File: src/rtl/mips_regfile.sv
// 32x32 MIPS architectural register file: two combinational read ports, one synchronous write port.
// Define MIPS_REGFILE_BYPASS_EN to forward a same-cycle write (wd3) onto matching read ports.
module mips_regfile #(
  parameter int WIDTH      = 32,
  parameter int DEPTH_LOG2 = 5
) (
  input  logic                  clk,
  input  logic                  rst_n,
  input  logic [DEPTH_LOG2-1:0] ra1,
  input  logic [DEPTH_LOG2-1:0] ra2,
  output logic [WIDTH-1:0]      rd1,
  output logic [WIDTH-1:0]      rd2,
  input  logic                  we3,
  input  logic [DEPTH_LOG2-1:0] wa3,
  input  logic [WIDTH-1:0]      wd3
);

  localparam int NREGS = 2 ** DEPTH_LOG2;

  // r0 has no storage; the array starts at index 1.
  logic [WIDTH-1:0] regs [1:NREGS-1];

  logic write_ok;

  assign write_ok = we3 && (wa3 != '0);

  always_ff @(posedge clk or negedge rst_n) begin
    if (!rst_n) begin
      for (int i = 1; i < NREGS; i++) begin
        regs[i] <= '0;
      end
    end else if (write_ok) begin
      regs[wa3] <= wd3;
    end
  end

  always_comb begin
    rd1 = '0;
    if (ra1 != '0) begin
      rd1 = regs[ra1];
`ifdef MIPS_REGFILE_BYPASS_EN
      // Forwarding is suppressed under reset so the ports still read zero.
      if (rst_n && write_ok && (wa3 == ra1)) begin
        rd1 = wd3;
      end
`endif
    end
  end

  always_comb begin
    rd2 = '0;
    if (ra2 != '0) begin
      rd2 = regs[ra2];
`ifdef MIPS_REGFILE_BYPASS_EN
      if (rst_n && write_ok && (wa3 == ra2)) begin
        rd2 = wd3;
      end
`endif
    end
  end

endmodule

File: config.mk
export PLATFORM = sky130hd
export DESIGN_NAME = mips_regfile
export DESIGN_NICKNAME = d
export VERILOG_FILES = /design/src/rtl/mips_regfile.sv
export SDC_FILE = /design/constraint.sdc
export NUM_CORES = 2
export LEC_CHECK = 0
export CORE_ASPECT_RATIO = 0.9
export CORE_MARGIN = 3
export CORE_UTILIZATION = 56
export DETAILED_ROUTE_END_ITERATION = 7
export PLACE_DENSITY = 0.73
export SETUP_SLACK_MARGIN = 0.4
export SYNTH_ARGS = -nofsm -noshare
export SYNTH_HDL_FRONTEND = slang
export SYNTH_SLANG_ARGS = --single-unit
File: constraint.sdc
create_clock -name clk -period 5.5 [get_ports clk]
set_input_delay 1.1 -clock clk [delete_from_list [all_inputs] [get_ports clk]]
set_output_delay 1.1 -clock clk [all_outputs]
set_load 0.05 [all_outputs]
==> results_dict.tcl <==
set metrics [dict create \
    syn_area_um2 53400 \
    wirelength_um 167000 \
    ir_drop_mv 0.274 \
    p_comb_frac 0.223 \
    power_switching_uw 6260 \
    power_density_nw_per_um2 361 \
    drt-wirelength-per-cell_um 31.3 \
    max_freq_ghz 0.195 \
    via_per_inst 6.99 \
    synth_seq_cells 992 \
    gr-total-overflow 0 \
    report.final.slew_viol_count 2 \
    hp-class "flop to flop" \
    syn_nets 4116 \
    synth_edf_count 0 \
    port_buffers 113 \
    cts_tree "yes" \
    die_w_um 331 \
    top_regs "regs (992)" \
    crit_path_start_kind "input port" \
    core_area_um2 93800 \
    holdPathEnd "regs[547]" \
    cts_buffers 100 \
    synth_top_area_cell "dfrtp_1" \
    drive_above_1_share 0.398 \
    fin_crit_sh 0.933 \
    critical_path.top_delay_family "buffers and inverters" \
    seq_power_share 0.454 \
    dr.pass1.iters 6 \
    grt_max_degree 122 \
    status "finished, violations left" \
    grt_pass1_vias 37400 \
    min_period_ps 5130 \
    die_y_um 299 \
    timing.rr.start "regs[909]" \
    initial_core_util 0.569 \
    grt_pass1_wl_um 247000 \
    place.gp.congestion 0.861 \
    crit_fanout 18 \
    path_buf_inv 2 \
    rsz0062_at_grt "false" \
    htreeDepth 3 \
    crit_arrival_ps 4030 \
    drc 0 \
    synth_common_cells "mux2_2 (1041), dfrtp_1 (992), mux2i_1 (577), o22ai_1 (287), clkbuf_1 (188)" \
    critPathKind "input port to primary output" \
    swShare 0.289 \
    hpwl_um 102000 \
    cp-end-kind "primary output" \
    fin_cells 5336 \
    violations "capacitance limit, slew limit" \
    min_from "regs[547]" \
    worstRegToRegCells 1 \
    floorplan.rows 106 \
    path_cells "clkdlybuf4s50_1 > or2_2 > a221oi_1 > or3_1 > a211oi_1 > buf_12" \
    drv_cap 2 \
    fin_skew_ps 0 \
    synthFlopType "dfrtp_1" \
    rr_endpoint "regs[909]" \
    synth_warnings 0 \
    rrSetupSlack_ps 4670 \
    cts_setup_buffers 0 \
    ys_types 41 \
    largest_reg_flops 992 \
    clk_path_buf_depth 3 \
    intPower_uw 15400 \
    tns_ps 0 \
    holdWs_ps 512 \
    fill_cells 6971 \
    grtUsageTotal 0.330 \
    cts_sinks 992 \
    antenna_found_initial 7 \
    power_frac_clock 0.323 \
    ioPinCount 114 \
    cp_data_required_time_ps 4400 \
    drt.antenna.violating_nets 0 \
    syn_avg_cell_area_um2 13.1 \
    p_leak_uw 0.0269 \
    syn_inst 4066 \
    hold_violations 0 \
    drt_iter0_markers 4511 \
    critPathMaxStageDelay_ps 860 \
    ys_seq_area_frac 0.465 \
    fin_nets 4061 \
    cts-root-buf "clkbuf_16" \
    vias 37300 \
    crit_slowest_cell "a211oi_1" \
    synthToLayoutAreaGrowth_pct 12.2 \
    synthArstFlopShare 1.00 \
    dieArea_um2 99100 \
    synth_most_common_cell "mux2_2" \
    synthTopCellsByArea "dfrtp_1 (46%), mux2_2 (22%), mux2i_1 (11%)" \
    whs_path_depth 1 \
    worstMarginPinSlew_ps 1630 \
    largest-register "regs" \
    setup_violations 0 \
    slew_headroom -0.0962 \
    insertion_delay_ps 660 \
    placed_cells 5151 \
    synth.top_cell.area_share 0.465 \
    clk_pin_slew_ps 60 \
]
-- placed cells by master, fill, tap and decap left out, drive strengths merged, types with 2 or more instances in the layout --
master / instances
mux4: 128
a22oi: 64
clkinvlp: 4
nor3: 131
mux2: 1120
clkinv: 24
and2b: 2
nand3: 5
buf: 236
o22ai: 287
nand2b: 10
a221o: 32
nand3b: 2
dfrtp: 992
a211oi: 63
or3: 32
a221oi: 31
and2: 2
nor2: 15
or2: 4
nand2: 20
mux2i: 577
a21oi: 32
diode: 2
clkdlybuf4s50: 42
and3: 3
nor4: 32
clkbuf: 151
nor2b: 41
bufinv: 4
-- metrics by stage --
stage	instance area [µm²]	utilization	power (µW)	worst slack (ps)
after global routing	59900	0.639	22500	401
after detailed placement	56600	0.603	14700	452
after floorplan	53400	-	13000	716
final	59900	0.639	21600	369
after CTS	59900	0.639	21600	463
after global placement	56600	0.603	14500	487
-- cell type report --
| class | instances | area (µm²) | area share |
|---|---|---|---|
| clock buffer | 151 | 3070 | 0.0512 |
| timing repair buffer | 278 | 3480 | 0.0580 |
| clock inverter | 32 | 270 | 0.00451 |
| antenna | 2 | 5.00 | 0.0000835 |
| multi-input combinational | 2639 | 26700 | 0.446 |
| tap | 1242 | 1550 | 0.0259 |
| sequential | 992 | 24800 | 0.414 |
-- power groups by stage --
stage                     registers [µW]  clock network [µW]  logic, µW
after floorplan                     9550                   0       3470
after global placement              9800                   0       4690
after detailed placement            9890                   0       4780
after CTS                           9770                7030       4810
after global routing                9980                7340       5160
final                               9820                6980       4830
-- cells by family (layout without fill, tap and decap cells) --
group	count (synthesis)	after routing	share of synthesized area
flip-flops	992	992	0.465
AO/OA/AOI/OAI	510	510	0.0658
other	0	2	0
AND/OR/NAND/NOR	304	304	0.0315
buffers and inverters	435	461	0.0392
multiplexers	1825	1825	0.398
-- metal layers --
layer | GRT usage | share of wire
met5 | 0 | 0.00031
met2 | 0.504 | 0.45
met4 | 0.138 | 0.045
met3 | 0.0709 | 0.091
met1 | 0.459 | 0.41
-- worst max path at each step --
stage	from	to	slack, ps	depth (start not counted)
floorplan	ra1[1]	rd1[31]	720	7
global placement	ra1[4]	rd1[20]	490	6
detailed placement	ra1[4]	rd1[20]	450	6
CTS	ra1[4]	rd1[20]	460	6
global route	ra1[4]	rd1[20]	400	6
finish	ra1[4]	rd1[20]	370	6
-- repair_timing --
action / in CTS / in global routing
gates resized for setup: 0 / 2
hold buffers: 0 / 0
setup endpoints to repair: 0 / 2
(Power assumes the default switching activity.)
